## src/rtl/avmm_mem_responder_if.sv

```systemverilog
// Avalon-MM style request/response bus between an initiator and the memory responder.
// The initiator drives the request fields; the responder drives data, handshake and error back.
interface avmm_mem_responder_if #(
    parameter int DATA_WIDTH = 64
);
    logic [31:0]           address;
    logic                  read;
    logic                  write;
    logic [DATA_WIDTH-1:0] writedata;
    logic [DATA_WIDTH-1:0] readdata;
    logic                  readdatavalid;
    logic                  waitrequest;
    logic                  err;

    modport master (
        output address, read, write, writedata,
        input  readdata, readdatavalid, waitrequest, err
    );

    modport slave (
        input  address, read, write, writedata,
        output readdata, readdatavalid, waitrequest, err
    );
endinterface

```

## src/rtl/avmm_mem_responder.sv

```systemverilog
// Word-addressed memory responder: zero-fills its storage after reset, then serves pipelined
// reads with fixed latency and in-order responses, throttled by a bound on outstanding reads.
module avmm_mem_responder #(
    parameter int DATA_WIDTH  = 64,
    parameter int DEPTH       = 16,
    parameter int LATENCY     = 2,
    parameter int MAX_PENDING = 4
) (
    input  logic                clk,
    input  logic                rst_n,
    avmm_mem_responder_if.slave bus
);
    localparam int AW         = $clog2(DEPTH);
    localparam int IW         = AW + 1;
    localparam int PW         = $clog2(MAX_PENDING + 1);
    localparam int BEEF_WORDS = (DATA_WIDTH + 31) / 32;
    localparam logic [BEEF_WORDS*32-1:0] BEEF_WIDE = {BEEF_WORDS{32'hDEAD_BEEF}};
    localparam logic [DATA_WIDTH-1:0]    OOR_DATA  = BEEF_WIDE[DATA_WIDTH-1:0];

    typedef enum logic {
        INIT,
        READY
    } state_t;

    state_t                state;
    state_t                state_nxt;
    logic [IW-1:0]         init_idx;
    logic                  init_done;
    logic [PW-1:0]         pending;
    logic                  waitrequest;
    logic                  accept;
    logic                  accept_rd;
    logic                  accept_wr;
    logic                  in_range;
    logic                  proto_err;
    logic                  load_out;
    logic                  err_q;
    logic [DATA_WIDTH-1:0] rd_word;
    logic [DATA_WIDTH-1:0] mem [DEPTH];

    logic [LATENCY-1:0]    pipe_vld;
    logic [DATA_WIDTH-1:0] pipe_data [LATENCY];
    logic [LATENCY-1:0]    stage_in_vld;
    logic [DATA_WIDTH-1:0] stage_in_data [LATENCY];

    assign init_done = (init_idx == IW'(DEPTH));

    always_ff @(posedge clk) begin
        if (!rst_n) begin
            state <= INIT;
        end else begin
            state <= state_nxt;
        end
    end

    // NOTE: every output of this block gets a default first, so no path can infer a latch.
    always_comb begin
        state_nxt   = state;
        waitrequest = 1'b1;
        case (state)
            INIT: begin
                if (init_done) begin
                    state_nxt = READY;
                end
            end
            READY: begin
                waitrequest = !rst_n || (pending == PW'(MAX_PENDING));
            end
            default: begin
                state_nxt = INIT;
            end
        endcase
    end

    always_ff @(posedge clk) begin
        if (!rst_n) begin
            init_idx <= '0;
        end else if (state == INIT && !init_done) begin
            init_idx <= init_idx + IW'(1);
        end
    end

    assign in_range  = (bus.address < 32'(DEPTH));
    assign accept    = (state == READY) && !waitrequest && (bus.read || bus.write);
    assign accept_rd = accept && bus.read;
    // A simultaneous read and write is serviced as a read; the write half is dropped.
    assign accept_wr = accept && bus.write && !bus.read;
    assign proto_err = accept && (!in_range || (bus.read && bus.write));
    assign rd_word   = in_range ? mem[bus.address[AW-1:0]] : OOR_DATA;

    // NOTE: storage carries no reset; the INIT sweep zeroes it one word per cycle instead.
    always_ff @(posedge clk) begin
        if (state == INIT) begin
            if (!init_done) begin
                mem[init_idx[AW-1:0]] <= '0;
            end
        end else if (accept_wr && in_range) begin
            mem[bus.address[AW-1:0]] <= bus.writedata;
        end
    end

    assign stage_in_vld[0]  = accept_rd;
    assign stage_in_data[0] = rd_word;
    for (genvar i = 1; i < LATENCY; i++) begin : g_stage
        assign stage_in_vld[i]  = pipe_vld[i-1];
        assign stage_in_data[i] = pipe_data[i-1];
    end

    // Each stage holds its data while no new entry arrives, so readdata keeps its last value.
    always_ff @(posedge clk) begin
        if (!rst_n) begin
            pipe_vld <= '0;
            for (int i = 0; i < LATENCY; i++) begin
                pipe_data[i] <= '0;
            end
        end else begin
            pipe_vld <= stage_in_vld;
            for (int i = 0; i < LATENCY; i++) begin
                if (stage_in_vld[i]) begin
                    pipe_data[i] <= stage_in_data[i];
                end
            end
        end
    end

    // pending counts reads not yet loaded into the output register, so a full pipe of
    // LATENCY back-to-back reads never reaches MAX_PENDING when MAX_PENDING >= LATENCY.
    assign load_out = stage_in_vld[LATENCY-1];

    always_ff @(posedge clk) begin
        if (!rst_n) begin
            pending <= '0;
        end else if (accept_rd && !load_out) begin
            pending <= pending + PW'(1);
        end else if (!accept_rd && load_out) begin
            pending <= pending - PW'(1);
        end
    end

    always_ff @(posedge clk) begin
        if (!rst_n) begin
            err_q <= 1'b0;
        end else if (proto_err) begin
            err_q <= 1'b1;
        end
    end

    assign bus.readdata      = pipe_data[LATENCY-1];
    assign bus.readdatavalid = pipe_vld[LATENCY-1];
    assign bus.waitrequest   = waitrequest;
    assign bus.err           = err_q;
endmodule

```

## src/flat_wrapper.sv

```systemverilog
// flat-port wrapper written by rule: the top's interface ports become plain ports
module avmm_mem_responder_flat 
#(
    parameter int DATA_WIDTH  = 64,
    parameter int DEPTH       = 16,
    parameter int LATENCY     = 2,
    parameter int MAX_PENDING = 4
)
  (clk, rst_n, bus_address, bus_read, bus_write, bus_writedata, bus_readdata, bus_readdatavalid, bus_waitrequest, bus_err);
  avmm_mem_responder_if #(.DATA_WIDTH(DATA_WIDTH)) bus_i ();
  input  logic clk;
  input  logic rst_n;
  input wire logic [$bits(bus_i.address)-1:0] bus_address;
  input wire logic [$bits(bus_i.read)-1:0] bus_read;
  input wire logic [$bits(bus_i.write)-1:0] bus_write;
  input wire logic [$bits(bus_i.writedata)-1:0] bus_writedata;
  output wire logic [$bits(bus_i.readdata)-1:0] bus_readdata;
  output wire logic [$bits(bus_i.readdatavalid)-1:0] bus_readdatavalid;
  output wire logic [$bits(bus_i.waitrequest)-1:0] bus_waitrequest;
  output wire logic [$bits(bus_i.err)-1:0] bus_err;
  assign bus_i.address = bus_address;
  assign bus_i.read = bus_read;
  assign bus_i.write = bus_write;
  assign bus_i.writedata = bus_writedata;
  assign bus_readdata = bus_i.readdata;
  assign bus_readdatavalid = bus_i.readdatavalid;
  assign bus_waitrequest = bus_i.waitrequest;
  assign bus_err = bus_i.err;
  avmm_mem_responder #(.DATA_WIDTH(DATA_WIDTH), .DEPTH(DEPTH), .LATENCY(LATENCY), .MAX_PENDING(MAX_PENDING)) u_core (.clk(clk), .rst_n(rst_n), .bus(bus_i));
endmodule
```

## config.mk

```make
export PLATFORM = sky130hd
export DESIGN_NAME = avmm_mem_responder_flat
export DESIGN_NICKNAME = d
export VERILOG_FILES = /design/src/rtl/avmm_mem_responder_if.sv /design/src/rtl/avmm_mem_responder.sv /design/src/flat_wrapper.sv
export SDC_FILE = /design/constraint.sdc
export NUM_CORES = 1
export LEC_CHECK = 0
export CAP_MARGIN = 20
export CORE_MARGIN = 5
export CORE_UTILIZATION = 63
export CTS_BUF_LIST = sky130_fd_sc_hd__clkbuf_4 sky130_fd_sc_hd__clkbuf_8
export CTS_CLUSTER_DIAMETER = 80
export DETAILED_ROUTE_END_ITERATION = 6
export GPL_ROUTABILITY_DRIVEN = 0
export PLACE_DENSITY = 0.82
export SLEW_MARGIN = 30
export SYNTH_ARGS = -nofsm -noshare
export SYNTH_HDL_FRONTEND = slang
export SYNTH_SLANG_ARGS = --single-unit
```

## constraint.sdc

```tcl
create_clock -name clk -period 7.8 [get_ports clk]
set_input_delay 0.78 -clock clk [delete_from_list [all_inputs] [get_ports clk]]
set_output_delay 0.78 -clock clk [all_outputs]
set_load 0.1 [all_outputs]
```

==> impl_metrics.py, run 1 <==
metrics = {
    "run_status": {
        "status": "completed",
    },
    "critical_path": {
        "r2r_cells": 6,
        "cpPeakStageDelay_ps": 1220,
        "critPathLaunch": "u_core.pending[1]",
        "arrival_ps": 3390,
        "start_kind": "register",
        "critPathCaptureType": "output port",
        "cp.required_ps": 7020,
        "cp_num_buf_inv": 1,
        "path_delay_family": "buffers and inverters",
        "crit_path_top_delay_cell": "clkdlybuf4s50_1",
        "path_class": "reg -> out",
        "cp_cell_sequence": "nor3b_1 > or2_0 > clkdlybuf4s50_1",
        "reg2reg_from": "u_core.state",
        "r2r_slack_ps": 4180,
        "crit-reg2reg-capture": "u_core.mem[12][45]",
        "cp_max_fo": 4,
    },
    "synth": {
        "syn_nets": 2330,
        "syn_inst": 2226,
        "synthArstFlopShare_pct": 0,
        "synth_top_cell_area_share_pct": 77.4,
        "synth_top_family_by_area": "multiplexers",
        "muxShareOfSynthArea_pct": 12.4,
        "ys_seq_area_share_pct": 77.9,
        "synth_ff_type": "edfxtp_1",
        "synthAdderAreaFrac_pct": 0.129,
        "synth_edf_count": 1152,
        "synth.distinct_cells": 45,
        "syn-cell-area_um2": 44700,
        "avgSynthCellArea_um2": 20.1,
        "synth-compound-area-share_pct": 4.08,
        "synth-simple-area-share_pct": 2.91,
        "ys_top_cells_by_area": "edfxtp_1 (77%), mux4_2 (8.1%), mux2i_1 (4.3%), and2_1 (1.8%), buf_4 (1.4%)",
        "yosysTopAreaCell": "edfxtp_1",
        "synth_xor_area_share_pct": 0.0784,
        "synth_warnings": 0,
        "synth-seq-cells": 1164,
    },
    "floorplanning": {
        "initial_core_util_pct": 63.6,
        "die_area_um2": 76400,
        "dieWidth_um": 276,
        "rows": 97,
        "die_y_um": 276,
        "core-area_um2": 70300,
        "io_pins": 167,
    },
    "grt": {
        "grt_pass1_wl_um": 143000,
        "overflow": 0,
        "grt_pass1_vias": 23339,
        "grt_max_degree": 119,
        "grt_usage_pct": 24.7,
        "antenna_found_initial": 3,
    },
    "clock_network": {
        "cts_tree": "built",
        "clockRootBuffer": "clkbuf_8",
        "cts-htree-levels": 4,
        "cts_hold_buf": 0,
        "clockBufferDepth": 3,
        "clkLatencyLatePin_ps": 810,
        "path_clk_slew_ps": 60,
        "postCtsSetupBuffers": 0,
        "cts_made_buffers": 172,
        "cts_resized": 0,
        "cts.sink_count": 1164,
    },
    "timing": {
        "min_period_over_period_pct": 53.5,
        "rsz0062_at_grt": "false",
        "fin_hold_ws_ps": 494,
        "hold_violations": 0,
        "finalCriticalPeriod_ps": 4170,
        "worstMarginPinSlew_ps": 1020,
        "fin_skew_ps": 34.8,
        "fin_setup_tns_ps": 0,
        "slew-limit-headroom_pct": 31.9,
        "clock.fmax_ghz": 0.240,
        "drv_slew": 0,
        "setup_violations": 0,
    },
    "drt": {
        "drt-initial-drc-count": 2751,
        "drcViolationCount": 0,
        "first_pass_iters": 7,
        "vias_per_cell": 6.43,
        "routed_wl_um": 94900,
        "vias": 22410,
        "ant_nets": 0,
        "wl_per_cell_um": 27.2,
    },
    "power": {
        "power_leakage_nw": 15.9,
        "total_power_mw": 12.3,
        "p_per_area_nw_per_um2": 242,
        "power.ir.vdd_worst_v": 0.000133,
    },
    "final_layout": {
        "area_growth_pct": 13.2,
        "num-nets-final": 2517,
        "final_common_cell": "edfxtp_1",
        "fillerInstances": 3809,
        "drive_gt1_share_pct": 19.4,
        "register_area_um2": 34800,
        "layout_common_cells": "edfxtp_1 (1152), mux2i_1 (194), clkbuf_8 (178)",
        "final_util_pct": 72.0,
        "multi_input_area_um2": 9030,
    },
    "placement": {
        "dp_hpwl_um": 53200,
        "numPortBuffers": 166,
    },
    "worst_hold_path": {
        "hold_path_class": "reg -> reg",
        "hp-start": "u_core.bus.err",
        "timing.hold.worst_endpoint": "u_core.bus.err",
        "holdPathStages": 2,
    },
    "job": {
        "maxCapViolations": 0,
    },
}
[per-stage QoR]
step           instances  cell area [um^2]  setup WS [ps]
5_1_grt             3487             50600           3440
3_5_place_dp        3176             47300           3090
4_1_cts             3483             50500           3540
2_1_floorplan       2226             44700           1270
6_report            3487             50600           3630
3_3_place_gp        3155             46900           3100
[sequential cells by signal, indices dropped and copies added (netlist names)]
| register | flops |
|---|---|
| u_core.pipe_vld | 2 |
| u_core.state | 1 |
| u_core.mem | 1024 |
| u_core.init_idx | 5 |
| u_core.pipe_data | 128 |
| u_core.pending | 3 |
| u_core.bus.err | 1 |
[worst register-to-register path: cells and delay by family, from the launching register on]
family,cells,cell delay (ps)
buffers and inverters,2,980
DFF,1,560
and+or+nand+nor,3,820
AOI/OAI and AO/OA,1,870
[per-layer routing]
layer  up-vias  global-route usage [%]  wire, um
met5         -                       0         0
li1       9457                       -         -
met4         0                    7.32      2310
met3       182                    5.74      9370
met1     11445                    34.5     36100
met2      1326                    39.9     47200
[worst max path at each step]
| stage | endpoint | slack (ps) | depth (start not counted) |
|---|---|---|---|
| 3_3_place_gp | u_core.mem[14][34] | 3100 | 6 |
| 5_1_grt | bus_waitrequest | 3440 | 3 |
| 3_5_place_dp | u_core.mem[12][43] | 3090 | 7 |
| 6_report | bus_waitrequest | 3630 | 3 |
| 4_1_cts | bus_waitrequest | 3540 | 3 |
| 2_1_floorplan | u_core.pipe_data[0][0] | 1270 | 4 |
[power breakdown]
part / switching (mW) / internal, mW
Combinational: 0.409 / 0.232
Sequential: 0.0391 / 6.94
Clock: 2.24 / 2.39
[layout make-up]
cell class,instances,area share [%]
antenna,1,0.00494
multi-input combinational,862,17.8
inverter,7,0.0519
clock inverter,80,0.816
clock buffer,227,5.57
sequential,1164,68.8
timing repair buffer,206,4.59
tap,940,2.32
[logic make-up (layout without fill, tap and decap cells)]
| kind of cell | Yosys count | in the layout |
|---|---|---|
| other | 0 | 1 |
| AND/OR/NAND/NOR | 231 | 231 |
| flip-flops | 1164 | 1164 |
| AO/OA/AOI/OAI | 269 | 269 |
| multiplexers | 354 | 354 |
| XOR/XNOR | 4 | 4 |
| adder cells (fa/ha/maj) | 4 | 4 |
| buffers and inverters | 200 | 520 |
[synthesized netlist by cell type (2+ instances only)]
library cell,instances
buf_4,82
a21oi_1,19
nand2_1,52
clkbuf_1,59
nor4_1,8
buf_2,36
xor2_1,3
nor2b_1,4
mux2i_1,194
o21ai_0,4
a32o_1,12
edfxtp_1,1152
or3_1,2
or3b_1,2
nand3_1,2
a41o_1,4
inv_1,7
nand3b_1,2
nor3b_1,2
o31ai_1,2
buf_1,9
and2_1,129
clkbuf_2,6
dfxtp_1,12
and3_1,3
ha_1,3
mux4_2,160
nor2_1,16
a31oi_1,49
o22ai_1,96
nor3_1,2
a211oi_1,49
a22oi_1,32
(Power assumes the default switching activity.)
==> inputs of run 2 (changes only) <==
==> constraint.sdc (replaced) <==
create_clock -name clk -period 4.13 [get_ports clk]
set_input_delay 0.413 -clock clk [delete_from_list [all_inputs] [get_ports clk]]
set_output_delay 0.413 -clock clk [all_outputs]
set_load 0.1 [all_outputs]
==> run 2 against run 1 <==
Compared with the run above:
- hold slack got worse by 95 ps
- final area rose by 1.2%
- critical path depth rose by 3
- combinational power rose by 98%
- first-iteration DRC count rose by 6.5%
- largest cell class unchanged
- global-route usage rose by 2.8 points
- sequential power rose by 89%
- register-to-register slack got worse by 3100 ps
- wire length rose by 10%
==> impl_metrics.py, run 2 (same netlist as run 1, synthesis figures left out) <==
metrics = {
    "run_status": {
        "status": "completed",
    },
    "drt": {
        "drcViolationCount": 0,
        "vias": 23463,
        "routed.top_layer": "met5",
        "first_pass_iters": 6,
        "wl_per_cell_um": 29.7,
        "routed_wl_um": 105000,
        "route.met2.wl_um": 52000,
        "wl_met3_um": 11900,
        "drt-initial-drc-count": 2930,
        "vias_per_cell": 6.65,
        "wl_met1_um": 38100,
        "ant_nets": 0,
    },
    "timing": {
        "slew-limit-headroom_pct": 32.9,
        "setup_violations": 0,
        "fin_skew_ps": 29.5,
        "setup_slack_ps": 1070,
        "worstMarginPinSlew_ps": 1000,
        "min_period_over_period_pct": 74.1,
        "clock.fmax_ghz": 0.327,
        "hold_violations": 0,
        "drv_slew": 0,
        "rsz0062_at_grt": "false",
        "fin_setup_tns_ps": 0,
        "finalCriticalPeriod_ps": 3060,
    },
    "clock_network": {
        "cts_made_buffers": 171,
        "clockBufferDepth": 3,
        "cts_tree": "built",
        "path_clk_slew_ps": 60,
        "cts-htree-levels": 4,
        "postCtsSetupBuffers": 0,
        "clkLatencyLatePin_ps": 830,
        "cts_hold_buf": 0,
        "cts_resized": 0,
        "clockRootBuffer": "clkbuf_8",
        "cts.sink_count": 1164,
    },
    "grt": {
        "grt_pass1_vias": 24235,
        "grt_usage_pct": 27.4,
        "antenna_found_initial": 3,
        "grt_pass1_wl_um": 156000,
        "overflow": 0,
        "grt_max_degree": 65,
    },
    "floorplanning": {
        "die_area_um2": 76400,
        "io_pins": 167,
        "die_y_um": 276,
        "dieWidth_um": 276,
        "core-area_um2": 70300,
        "rows": 97,
        "initial_core_util_pct": 63.6,
    },
    "placement": {
        "placed_area_um2": 47900,
        "dp_hpwl_um": 57300,
        "dp_slack_ps": 530,
        "numPortBuffers": 166,
    },
    "power": {
        "p_per_area_nw_per_um2": 458,
        "power_leakage_nw": 16.2,
        "power.ir.vdd_worst_v": 0.000348,
        "total_power_mw": 23.5,
    },
    "critical_path": {
        "cpPeakStageDelay_ps": 710,
        "start_kind": "register",
        "reg2reg_from": "u_core.state",
        "path_class": "reg -> reg",
        "crit_path_top_delay_cell": "a41o_4",
        "cp_cell_sequence": "nand2_2 > or2_0 > nor4_4 > buf_12 > a41o_4 > buf_4",
        "path_delay_family": "simple AND/OR/NAND/NOR gates",
        "critPathLaunch": "u_core.state",
        "critPathCaptureType": "register",
        "cp_num_buf_inv": 2,
        "cp_max_fo": 58,
        "cp.required_ps": 4630,
        "arrival_ps": 3560,
    },
    "worst_hold_path": {
        "hold_path_class": "in -> reg",
        "hp-start": "bus_write",
    },
    "final_layout": {
        "final_area_um2": 51200,
        "num-nets-final": 2562,
        "largest_register_ffs": 1024,
        "drive_gt1_share_pct": 21.2,
        "final_common_cell": "edfxtp_1",
        "layout_common_cells": "edfxtp_1 (1152), mux2i_1 (194), clkbuf_8 (176)",
        "area_growth_pct": 14.6,
    },
    "job": {
        "maxCapViolations": 0,
    },
}
run 2: cell count changes in the layout (fill, tap and decap cells not counted), moves of 3 or more:
cell and delta:
clkinv_2 -5, buf_4 +32, buf_12 +22, buf_16 -5, clkinv_1 -11, clkbuf_4 +9, inv_6 -3, clkinv_8 +3
run 2: worst paths after layout:
path                                           end  slack, ps  cells past startpoint
worst min register to register      u_core.bus.err        460                      2
worst max-delay path            u_core.mem[11][42]       1070                      6
worst min-delay path                u_core.bus.err        400                      3
worst max register to register  u_core.mem[11][42]       1070                      6
run 2: area by class of cell:
type                    count  area, um^2
diodes                      1        2.50
clock buffers             234        2860
clock inverters            70         475
fillers                  3708       19000
inverters                   7        26.3
multi-input cells         862        9020
flip-flops and latches   1164       34800
well taps                 940        1180
repair buffers            252        2840
run 2: power breakdown:
part           switching (mW)  leakage [nW]  internal, mW
clock network            4.30          1.76          4.71
logic                   0.805          4.44         0.468
registers              0.0794          10.0          13.1
run 2: layer usage:
metal | track usage, % | vias up
met3 | 6.28 | 237
met2 | 44.6 | 1730
li1 | - | 9542
met4 | 8.14 | 2
met1 | 38.2 | 11952
met5 | 0 | -
run 2: tightest hold or removal path: stages:
cell             delay (ps)
clkdlybuf4s50_1         510
a211oi_1                 80
o31ai_1                 170
run 2: metrics by stage:
stage               utilization (%)  cells  hold WS (ps)
finish                         72.9   3530           399
floorplan                         -   2226           453
global placement               68.1   3225           440
global route                   72.9   3530           370
CTS                            72.9   3529           335
detailed placement             68.1   3225           449
==> inputs of run 3 (changes only) <==
==> constraint.sdc (replaced) <==
create_clock -name clk -period 2.85 [get_ports clk]
set_input_delay 0.285 -clock clk [delete_from_list [all_inputs] [get_ports clk]]
set_output_delay 0.285 -clock clk [all_outputs]
set_load 0.1 [all_outputs]
==> run 3 against run 2 <==
Compared with the run above:
- wire length up 2.3%
- final area up 3.4%
- largest power group unchanged
- worst setup slack lost 930 ps
- clock power rose by 48%
==> impl_metrics.py, run 3 (same netlist as run 1, synthesis figures left out) <==
metrics = {
    "grt": {
        "grt_usage_pct": 27.8,
        "overflow": 0,
        "grt_max_degree": 65,
        "grt_pass1_vias": 24905,
        "antenna_found_initial": 3,
        "grt_pass1_wl_um": 158000,
    },
    "power": {
        "power_leakage_nw": 17.2,
        "power.ir.vdd_worst_v": 0.000432,
        "total_power_mw": 34.4,
        "p_per_area_nw_per_um2": 650,
    },
    "critical_path": {
        "start_kind": "register",
        "path_class": "reg -> reg",
        "cp_max_fo": 19,
        "reg2reg_from": "u_core.init_idx[0]",
        "critPathLaunch": "u_core.init_idx[0]",
        "crit-reg2reg-capture": "u_core.mem[3][43]",
        "r2r_slack_ps": 140,
        "arrival_ps": 3210,
        "critPathCaptureType": "register",
        "r2r_cells": 7,
        "cp.required_ps": 3350,
    },
    "worst_hold_path": {
        "hold_path_class": "in -> reg",
        "holdPathStages": 3,
        "timing.hold.worst_endpoint": "u_core.pipe_vld[0]",
        "hp-start": "rst_n",
    },
    "timing": {
        "drv_slew": 0,
        "fin_skew_ps": 33.1,
        "hold_violations": 0,
        "slew-limit-headroom_pct": 40.2,
        "setup_violations": 0,
        "rsz0062_at_grt": "false",
        "finalCriticalPeriod_ps": 2710,
        "setup_slack_ps": 138,
        "clock.fmax_ghz": 0.369,
        "min_period_over_period_pct": 95.2,
        "worstMarginPinSlew_ps": 895,
    },
    "drt": {
        "routed_wl_um": 107000,
        "first_pass_iters": 5,
        "drcViolationCount": 0,
        "vias": 23968,
        "ant_nets": 0,
        "drt-initial-drc-count": 2895,
        "wl_per_cell_um": 29.2,
        "vias_per_cell": 6.54,
    },
    "job": {
        "maxCapViolations": 0,
    },
    "run_status": {
        "status": "completed",
    },
    "floorplanning": {
        "dieWidth_um": 276,
        "die_area_um2": 76400,
        "core-area_um2": 70300,
        "die_y_um": 276,
        "io_pins": 167,
        "initial_core_util_pct": 63.6,
        "rows": 97,
    },
    "clock_network": {
        "path_clk_slew_ps": 70,
        "postCtsSetupBuffers": 0,
        "clockBufferDepth": 3,
        "cts_tree": "built",
        "cts_made_buffers": 173,
        "clkLatencyLatePin_ps": 810,
        "clockRootBuffer": "clkbuf_8",
        "cts_hold_buf": 0,
        "cts.sink_count": 1164,
        "cts-htree-levels": 4,
        "cts_resized": 0,
    },
    "final_layout": {
        "final_util_pct": 75.4,
        "num-nets-final": 2693,
        "layout_common_cells": "edfxtp_1 (1152), mux2i_1 (194), clkbuf_8 (178)",
        "fillerInstances": 3447,
        "final_common_cell": "edfxtp_1",
        "largest_register_ffs": 1024,
        "area_growth_pct": 18.5,
        "drive_gt1_share_pct": 27.2,
    },
    "placement": {
        "numPortBuffers": 166,
        "dp_slack_ps": 38.7,
        "dp_hpwl_um": 59600,
    },
}
run 3: cell count changes in the layout (fill, tap and decap cells not counted), moves of 4 or more:
cell / change
buf_12: +69
buf_4: +126
bufinv_16: +4
clkbuf_4: -5
clkdlybuf4s50_1: -66
clkinv_1: +8
run 3: per-stage QoR:
step / cells / TNS (ps) / hold WS, ps / cell area [um^2]
global route: 3665 / 0 / 152 / 53000
global placement: 3354 / 0 / 454 / 49500
detailed placement: 3354 / 0 / 474 / 49500
CTS: 3664 / 0 / 99.3 / 53000
floorplan: 2226 / -135240 / 398 / 44800
finish: 3667 / 0 / 169 / 53000
run 3: worst max-delay path by stage:
stage	endpoint	slack, ps	depth (start not counted)
after CTS	u_core.mem[3][44]	210	7
after global routing	u_core.mem[3][43]	100	7
after detailed placement	u_core.mem[9][21]	40	8
after floorplan	u_core.mem[14][0]	-180	6
after global placement	u_core.pipe_data[0][50]	100	6
final	u_core.mem[3][43]	140	7
run 3: cell type report:
cell class | instances | area (um^2) | area share (%)
clock inverter | 79 | 564 | 1.07
multi-input combinational | 862 | 9010 | 17.0
clock buffer | 231 | 2850 | 5.38
antenna | 3 | 7.51 | 0.0142
timing repair buffer | 381 | 4500 | 8.50
inverter | 7 | 26.3 | 0.0496
sequential | 1164 | 34800 | 65.8
tap | 940 | 1180 | 2.22
run 3: power by group:
part / switching (mW) / total, mW / internal, mW
logic: 1.21 / 1.95 / 0.738
registers: 0.120 / 19.1 / 19.0
clock network: 6.18 / 13.3 / 7.15
run 3: per-layer routing:
metal / up-vias / track usage [%] / part of all wire (%)
li1: 9808 / - / -
met1: 12212 / 37.6 / 36
met2: 1742 / 46.2 / 51
met5: - / 0 / 0.012
met3: 204 / 6.34 / 11
met4: 2 / 8.36 / 2.3
run 3: critical path, cell delays in order, from the launching register on:
cell       delay (ps)
dfxtp_1           550
inv_1             190
ha_1              270
a2111oi_0         540
buf_4             240
and3_1            180
a41o_4            200
buf_12            220
